File: src/rtl/stream_demux.sv
// Demultiplexes one ready/valid input stream into two independent output FIFOs
// (A and B); inSelect picks the destination of each accepted word.
module stream_demux #(
  parameter int WIDTH = 8,
  parameter int DEPTH = 2
) (
  input  logic                     clk,
  input  logic                     nReset,
  input  logic                     inValid,
  output logic                     inReady,
  input  logic [WIDTH-1:0]         inData,
  input  logic                     inSelect,
  output logic                     outAValid,
  input  logic                     outAReady,
  output logic [WIDTH-1:0]         outAData,
  output logic                     outBValid,
  input  logic                     outBReady,
  output logic [WIDTH-1:0]         outBData,
  output logic [$clog2(DEPTH):0]   countA,
  output logic [$clog2(DEPTH):0]   countB
);

  localparam int PW = $clog2(DEPTH);
  localparam int CW = PW + 1;
  localparam logic [CW-1:0] FULL_COUNT = CW'(DEPTH);

  logic             w_accept;
  logic [1:0]       w_push;
  logic [1:0]       w_out_ready;
  logic [1:0]       w_valid;
  logic [WIDTH-1:0] w_data  [2];
  logic [CW-1:0]    w_count [2];

  // A full FIFO refuses the word even if it is popped this cycle.
  assign inReady  = inSelect ? (w_count[1] != FULL_COUNT) : (w_count[0] != FULL_COUNT);
  assign w_accept = inValid & inReady;
  assign w_push   = {w_accept & inSelect, w_accept & ~inSelect};
  assign w_out_ready = {outBReady, outAReady};

  for (genvar g = 0; g < 2; g++) begin : g_fifo
    logic [WIDTH-1:0] r_mem [DEPTH];
    logic [PW-1:0]    r_wr_ptr;
    logic [PW-1:0]    r_rd_ptr;
    logic [CW-1:0]    r_count;
    logic             w_pop;
    logic             w_not_empty;

    assign w_not_empty = (r_count != '0);
    assign w_pop       = w_not_empty & w_out_ready[g];

    // NOTE: sequential state uses non-blocking assignments so every register
    // samples pre-edge values, independent of statement order.
    always_ff @(posedge clk or negedge nReset) begin
      if (!nReset) begin
        r_wr_ptr <= '0;
        r_rd_ptr <= '0;
        r_count  <= '0;
      end else begin
        if (w_push[g]) r_wr_ptr <= r_wr_ptr + 1'b1;
        if (w_pop)     r_rd_ptr <= r_rd_ptr + 1'b1;
        case ({w_push[g], w_pop})
          2'b10:   r_count <= r_count + 1'b1;
          2'b01:   r_count <= r_count - 1'b1;
          default: r_count <= r_count;
        endcase
      end
    end

    // NOTE: storage has no reset; the zero count masks stale contents and
    // outXData is forced to 0 while empty.
    always_ff @(posedge clk) begin
      if (w_push[g]) r_mem[r_wr_ptr] <= inData;
    end

    assign w_valid[g] = w_not_empty;
    assign w_data[g]  = w_not_empty ? r_mem[r_rd_ptr] : '0;
    assign w_count[g] = r_count;
  end

  assign outAValid = w_valid[0];
  assign outBValid = w_valid[1];
  assign outAData  = w_data[0];
  assign outBData  = w_data[1];
  assign countA    = w_count[0];
  assign countB    = w_count[1];

endmodule

File: config.mk
export PLATFORM = sky130hd
export DESIGN_NAME = stream_demux
export DESIGN_NICKNAME = d
export VERILOG_FILES = /design/src/rtl/stream_demux.sv
export SDC_FILE = /design/constraint.sdc
export NUM_CORES = 1
export LEC_CHECK = 0
export CORE_MARGIN = 5
export CORE_UTILIZATION = 52
export DETAILED_ROUTE_END_ITERATION = 8
export PLACE_DENSITY = 0.93
export SYNTH_ARGS = -nofsm -noshare
export SYNTH_HDL_FRONTEND = slang
export SYNTH_SLANG_ARGS = --single-unit
File: constraint.sdc
create_clock -name clk -period 3.65 [get_ports clk]
set_input_delay 0.73 -clock clk [delete_from_list [all_inputs] [get_ports clk]]
set_output_delay 0.73 -clock clk [all_outputs]
set_load 0.1 [all_outputs]
==> results of run 1 <==
[worst paths after layout]
| path | from | to | cells past startpoint | slack, ps |
|---|---|---|---|---|
| setup / recovery | countA[0] | outAValid | 3 | 690 |
| hold / removal | g_fifo[1].r_wr_ptr | g_fifo[1].r_wr_ptr | 1 | 510 |
| setup reg to reg | countA[0] | g_fifo[0].r_mem[0][1] | 3 | 1890 |
| hold reg to reg | g_fifo[1].r_wr_ptr | g_fifo[1].r_wr_ptr | 1 | 510 |
| max in group asynchronous | nReset | g_fifo[1].r_wr_ptr | 1 | 2720 |
| min in group asynchronous | nReset | g_fifo[1].r_rd_ptr | 1 | 670 |
[Yosys cell counts, drive strengths merged (2+ instances only)]
cell	instances
inv	4
xnor2	6
edfxtp	32
dfrtp	8
xor2	4
nand2b	2
ha	2
buf	2
nor2b	2
mux2i	16
nor2	24
[stage by stage]
stage / cell area (um2) / util, % / cells / setup WS (ps) / hold slack, ps
after floorplan: 1620 / - / 105 / 392 / 434
after global placement: 1980 / 65.4 / 183 / 1070 / 482
after detailed placement: 1980 / 65.4 / 183 / 1020 / 494
after CTS: 2030 / 66.9 / 190 / 634 / 515
after global routing: 2030 / 66.9 / 190 / 560 / 559
final: 2030 / 66.9 / 190 / 690 / 512
[cells by family after synthesis]
group	after synthesis	share of synthesized area (%)
xor gates and xnor gates	10	5.42
muxes	17	10.6
and+or+nand+nor	30	9.06
buffers and inverters	6	1.55
adders and majority gates	2	1.55
DFF	40	71.8
[state kept, by name (all words and copies together), names as in the netlist]
signal and flops:
g_fifo.r_mem 32, countA 2, countB 2, g_fifo.r_rd_ptr 2, g_fifo.r_wr_ptr 2
[layer usage]
metal  vias to the layer above  GRT usage (%)
met5                         -              0
met4                         0           6.22
met3                         3           5.30
met2                        30           26.5
met1                       425           17.6
li1                        451              -
[area by class of cell]
type                            count  area, um2  share of cell area (%)
Sequential cell                    40       1160                    57.3
Tap cell                           44       55.1                    2.72
Timing Repair Buffer               36        318                    15.7
Multi-Input combinational cell     59        430                    21.2
Clock inverter                      1       5.00                   0.247
Clock buffer                        6       41.3                    2.04
Inverter                            4       15.0                   0.741
==> impl_metrics.yaml, run 1 <==
status:
  outcome: "finished, final reports clean"
setup_path:
  critPathMaxFanout: 10
  max_stage_delay_ps: 980
  crit_buf_inv: 2
  path_class: "flip-flop to output port"
  cp_data_arrival_time_ps: 2230
  critical-path-slowest-cell: "clkdlybuf4s50_1"
  cp_cell_sequence: "nor2_2, inv_1, clkdlybuf4s50_1"
  crit_family: "buffers and inverters"
  crit_required_ps: 2920
  critPathLaunchType: "flip-flop"
  end_kind: "output port"
detailed_routing:
  vias_per_cell: 4.78
  drc: 0
  finalWirelength_um: 2880
  dr.pass1.iters: 4
  first_iter_violations: 25
  vias: 909
  avgRoutedWirePerCell_um: 15.2
  wl_met1_um: 1190
  ant_nets: 0
  top_layer: "met4"
  met3RoutedLength_um: 202
  route.met2.wl_um: 1460
sta:
  tns_ps: 0
  fin_skew_ps: 5.20
  rsz0062_at_grt: "false"
  finalCritPeriodShare_pct: 81.1
  max_freq_mhz: 338
  finalMaxSlewViolations: 0
  hold_violations: 0
  worst_pin_slew_ps: 964
  finalSetupViolations: 0
  fin_crit_ps: 2960
  slew_headroom_pct: 35.6
yosys:
  yosysSeqAreaShare_pct: 71.8
  ys_types: 15
  async_flop_share_pct: 20.0
  yosys_register_bits: 40
  synthesis.area_mm2: 0.00162
  post-synth-top-area-cell: "edfxtp_1"
  synth_edf_count: 32
  synth_top_area_share_pct: 59.4
  synthCells: 105
  yosys_most_used_dff: "edfxtp_1"
  ys_top_cells_by_area: "edfxtp_1 59%, dfrtp_1 12%, mux2i_1 9.9%, nor2_1 5.1%, xnor2_1 3.3%"
  synth.avg_cell_area_um2: 15.4
  ys_warn_count: 0
  synthesis.nets: 121
cts:
  clk_pin_slew_ps: 100
  cts_root_buffer: "clkbuf_4"
  clock_latency_ps: 320
  cts_buffers: 5
  clockBufferDepth: 2
  h-tree-depth: 2
  cts_sinks: 40
  postCtsSetupBuffers: 0
  cts_tree: "built"
  cts_resized: 0
  ctsHoldBuffers: 0
grt:
  grt_pass1_vias: 979
  grt_pass1_wl_um: 4710
  grtUsageTotal_pct: 15.5
  antenna_found_initial: 0
  grt_max_degree: 12
  gr-total-overflow: 0
floorplanning:
  die_h_um: 65.8
  pin_count: 37
  die_w_um: 65.8
  coreArea_mm2: 0.00303
  dieArea_mm2: 0.00432
  start_util_pct: 53.4
  row_count: 20
placed_design:
  gp_congestion: 0.771
  numPortBuffers: 36
  dp.final_hpwl_um: 2130
final_layout:
  layout_common_cells: "32 x edfxtp_1, 22 x nor2_1, 19 x clkdlybuf4s50_1"
  antennaDiodeCount: 0
  final_common_cell: "edfxtp_1"
  drive_gt1_share_pct: 20.5
  area.growth.synth_to_final_pct: 25.3
  fillerInstances: 225
  fin_nets: 162
job:
  drv_cap: 0
worst_hold_path:
  hold_path_class: "flip-flop to flip-flop"
Power of run 1 is not shown: default switching activity piles up to over one toggle a cycle in this logic, so the estimate is an artifact.
==> inputs of run 2 (changes only) <==
--- a/config.mk
+++ b/config.mk
@@ -6,9 +6,9 @@
 export NUM_CORES = 1
 export LEC_CHECK = 0
 export CORE_MARGIN = 5
-export CORE_UTILIZATION = 52
+export CORE_UTILIZATION = 44
 export DETAILED_ROUTE_END_ITERATION = 8
-export PLACE_DENSITY = 0.93
+export PLACE_DENSITY = 0.85
 export SYNTH_ARGS = -nofsm -noshare
 export SYNTH_HDL_FRONTEND = slang
 export SYNTH_SLANG_ARGS = --single-unit
==> constraint.sdc (replaced) <==
create_clock -name clk -period 2.45 [get_ports clk]
set_input_delay 0.49 -clock clk [delete_from_list [all_inputs] [get_ports clk]]
set_output_delay 0.49 -clock clk [all_outputs]
set_load 0.1 [all_outputs]
==> impl_metrics.yaml, run 2 (same netlist as run 1, synthesis figures left out) <==
status:
  outcome: "finished, final reports clean"
detailed_routing:
  finalWirelength_um: 2900
  vias_per_cell: 4.78
  dr.pass1.iters: 4
  drc: 0
  avgRoutedWirePerCell_um: 14.6
  vias: 951
  met3RoutedLength_um: 256
  wl_met1_um: 1140
  ant_nets: 0
  top_layer: "met4"
  first_iter_violations: 42
  route.met2.wl_um: 1460
grt:
  grt_pass1_wl_um: 5000
  antenna_found_initial: 0
  grt_pass1_vias: 1019
  grt_max_degree: 13
  grtUsageTotal_pct: 13.2
  gr-total-overflow: 0
floorplanning:
  pin_count: 37
  dieArea_mm2: 0.00499
  row_count: 22
  coreArea_mm2: 0.00361
  start_util_pct: 44.8
  die_h_um: 70.6
  die_w_um: 70.6
sta:
  max_freq_mhz: 476
  fin_crit_ps: 2100
  worst_pin_slew_ps: 611
  hold_violations: 0
  finalSetupViolations: 0
  rsz0062_at_grt: "false"
  fin_skew_ps: 3.10
  finalMaxSlewViolations: 0
  slew_headroom_pct: 59.2
  setup_slack_ps: 347
  finalCritPeriodShare_pct: 85.8
setup_path:
  setup.worst_path.end: "outAValid"
  cp_data_arrival_time_ps: 1610
  crit_required_ps: 1960
  r2r-start: "countA[0]"
  r2r-end: "countA[1]"
  ff2ff_setup_slack_ps: 600
  path_class: "flip-flop to output port"
  critPathLaunchType: "flip-flop"
  end_kind: "output port"
  critPathMaxFanout: 10
  reg2regPathDepth: 6
  crit_path_start: "countA[0]"
final_layout:
  multi_input_comb_area_um2: 470
  drive_gt1_share_pct: 37.7
  area.growth.synth_to_final_pct: 44.4
  final_common_cell: "edfxtp_1"
  fin_nets: 166
  largest_register_ffs: 32
  layout_common_cells: "32 x edfxtp_1, 18 x nor2_2, 17 x buf_12"
  antennaDiodeCount: 0
  largest-register: "g_fifo.r_mem"
  fillerInstances: 253
  seq_area_mm2: 0.00116
cts:
  clock_latency_ps: 280
  postCtsSetupBuffers: 0
  cts_root_buffer: "clkbuf_8"
  ctsHoldBuffers: 0
  h-tree-depth: 2
  clk_pin_slew_ps: 70
  cts_tree: "built"
  cts_resized: 0
  cts_buffers: 5
  cts_sinks: 40
  clockBufferDepth: 2
placed_design:
  numPortBuffers: 36
  dp.final_hpwl_um: 2220
  pre_cts_ws_ps: 415
  gp_congestion: 0.710
worst_hold_path:
  hold_path_class: "input port to asynchronous set/reset pin"
job:
  drv_cap: 0
[run 2: changes by cell type in the layout (fill, tap and decap cells not counted)]
cell,before,now
nor2_1,22,6
clkinv_2,1,2
clkinv_1,0,1
buf_4,17,10
clkbuf_4,5,0
nor2_2,2,18
clkbuf_1,1,0
clkbuf_8,0,5
clkdlybuf4s50_1,19,13
buf_12,0,17
[run 2: stage by stage]
stage / cell area, um2 / setup TNS [ps] / hold slack, ps / utilization, % / std cells
final: 2330 / 0 / 486 / 64.7 / 199
after global routing: 2330 / 0 / 494 / 64.7 / 199
after CTS: 2330 / 0 / 488 / 64.7 / 199
after detailed placement: 2250 / 0 / 485 / 62.5 / 191
after global placement: 2250 / 0 / 481 / 62.5 / 191
after floorplan: 1660 / -2920 / 194 / - / 105
[run 2: cell type report]
cell class	count	share of cell area, %
Clock inverter	3	0.589
Clock buffer	5	2.95
Sequential cell	40	49.7
Inverter	4	0.643
Multi-Input combinational cell	59	20.2
Tap cell	48	2.57
Timing Repair Buffer	40	23.4
[run 2: metal layers]
| metal | vias up | track usage [%] |
|---|---|---|
| met1 | 451 | 14.8 |
| met3 | 7 | 6.25 |
| met2 | 36 | 21.9 |
| met4 | 0 | 5.01 |
| li1 | 457 | - |
| met5 | - | 0 |
[run 2: worst min-delay path by stage]
| stage | cells past startpoint | to | start | slack (ps) |
|---|---|---|---|---|
| global route | 1 | g_fifo[1].r_wr_ptr | nReset | 490 |
| floorplan | 0 | countA[0] | nReset | 190 |
| CTS | 1 | g_fifo[1].r_wr_ptr | nReset | 490 |
| finish | 1 | g_fifo[1].r_wr_ptr | nReset | 490 |
| detailed placement | 1 | g_fifo[0].r_wr_ptr | g_fifo[0].r_wr_ptr | 480 |
| global placement | 1 | g_fifo[1].r_wr_ptr | g_fifo[1].r_wr_ptr | 480 |
[run 2: critical path: stages (launching register included)]
cell and delay [ps]:
dfrtp_1 460, nor2_2 520, inv_1 90, buf_4 250
Power of run 2 is left out for the same reason.
==> inputs of run 3 (changes only) <==
--- a/config.mk
+++ b/config.mk
@@ -6,9 +6,9 @@
 export NUM_CORES = 1
 export LEC_CHECK = 0
 export CORE_MARGIN = 5
-export CORE_UTILIZATION = 44
+export CORE_UTILIZATION = 49
 export DETAILED_ROUTE_END_ITERATION = 8
-export PLACE_DENSITY = 0.85
+export PLACE_DENSITY = 0.89
 export SYNTH_ARGS = -nofsm -noshare
 export SYNTH_HDL_FRONTEND = slang
 export SYNTH_SLANG_ARGS = --single-unit
==> constraint.sdc (replaced) <==
create_clock -name clk -period 2.15 [get_ports clk]
set_input_delay 0.43 -clock clk [delete_from_list [all_inputs] [get_ports clk]]
set_output_delay 0.43 -clock clk [all_outputs]
set_load 0.1 [all_outputs]
==> impl_metrics.yaml, run 3 (same netlist as run 1, synthesis figures left out) <==
placed_design:
  dp.final_hpwl_um: 2260
  pre_cts_ws_ps: 236
  gp_congestion: 0.720
  numPortBuffers: 36
sta:
  finalMaxSlewViolations: 0
  max_freq_mhz: 490
  finalCritPeriodShare_pct: 95.0
  fin_crit_ps: 2040
  finalSetupViolations: 0
  hold_violations: 0
  fin_skew_ps: 12.3
  tns_ps: 0
  worst_pin_slew_ps: 501
  rsz0062_at_grt: "false"
  slew_headroom_pct: 66.6
  setup_slack_ps: 108
floorplanning:
  row_count: 20
  dieArea_mm2: 0.00455
  start_util_pct: 52.1
  pin_count: 37
  die_h_um: 67.4
  die_w_um: 67.4
  coreArea_mm2: 0.00310
status:
  outcome: "finished, final reports clean"
final_layout:
  fin_nets: 168
  area.growth.synth_to_final_pct: 52.6
  fillerInstances: 199
  seq_area_mm2: 0.00117
  drive_gt1_share_pct: 41.2
  antennaDiodeCount: 0
  layout_common_cells: "32 x edfxtp_1, 19 x buf_12, 18 x nor2_4"
  final_common_cell: "edfxtp_1"
  multi_input_comb_area_um2: 561
  largest-register: "g_fifo.r_mem"
  largest_register_ffs: 32
cts:
  clk_pin_slew_ps: 120
  clockBufferDepth: 2
  h-tree-depth: 2
  cts_root_buffer: "clkbuf_4"
  cts_sinks: 40
  cts_tree: "built"
  postCtsSetupBuffers: 0
  clock_latency_ps: 350
  cts_resized: 0
  ctsHoldBuffers: 0
  cts_buffers: 5
setup_path:
  crit_required_ps: 1720
  path_class: "flip-flop to output port"
  critPathLaunchType: "flip-flop"
  critPathMaxFanout: 9
  cp_data_arrival_time_ps: 1610
  end_kind: "output port"
  ff2ff_setup_slack_ps: 500
detailed_routing:
  first_iter_violations: 28
  avgRoutedWirePerCell_um: 15.1
  drc: 0
  vias: 945
  vias_per_cell: 4.80
  finalWirelength_um: 2970
  ant_nets: 0
  dr.pass1.iters: 4
grt:
  grt_pass1_vias: 1028
  grtUsageTotal_pct: 15.6
  grt_max_degree: 13
  antenna_found_initial: 0
  gr-total-overflow: 0
  grt_pass1_wl_um: 4890
worst_hold_path:
  hold_path_class: "input port to asynchronous set/reset pin"
job:
  drv_cap: 0
-- run 3: changes by cell type in the layout (fill, tap and decap cells not counted), sizes merged --
cell,before,now
clkbuf,5,6
buf,27,29
clkinv,3,1
bufinv,0,1
-- run 3: stage by stage --
step	utilization, %	hold slack [ps]	area, um2	std cells
2_1_floorplan	-	134	1750	105
3_3_place_gp	76.8	481	2380	189
3_5_place_dp	76.8	498	2380	189
4_1_cts	79.5	347	2470	197
5_1_grt	79.5	352	2470	197
6_report	79.5	349	2470	197
-- run 3: worst max-delay path, cell delays in order (launching register included) --
cell,delay (ps)
dfrtp_1,650
mux2i_1,390
nor2_4,60
buf_12,170
-- run 3: final timing paths --
check	endpoint	start	depth (start not counted)
worst max-delay path	outBData[0]	g_fifo[1].r_rd_ptr	3
worst min-delay path	g_fifo[0].r_wr_ptr	nReset	1
worst max register to register	countA[1]	countA[0]	6
worst min register to register	g_fifo[1].r_wr_ptr	g_fifo[1].r_wr_ptr	1
max in group asynchronous	countA[1]	nReset	1
min in group clk	g_fifo[1].r_wr_ptr	g_fifo[1].r_wr_ptr	1
-- run 3: final cells by class --
class                           count  area share, %
Multi-Input combinational cell     59           22.7
Sequential cell                    40           47.3
Timing Repair Buffer               42           23.7
Tap cell                           44           2.23
Clock inverter                      2           1.37
Clock buffer                        6           2.08
Inverter                            4          0.609
-- run 3: per-layer routing --
layer | GRT usage (%) | up-vias | routed length (um)
met5 | 0 | - | 0
met4 | 9.11 | 0 | 78
met3 | 4.49 | 8 | 191
met2 | 25.8 | 32 | 1490
met1 | 18.1 | 442 | 1210
li1 | - | 463 | -
Power of run 3 is left out for the same reason.
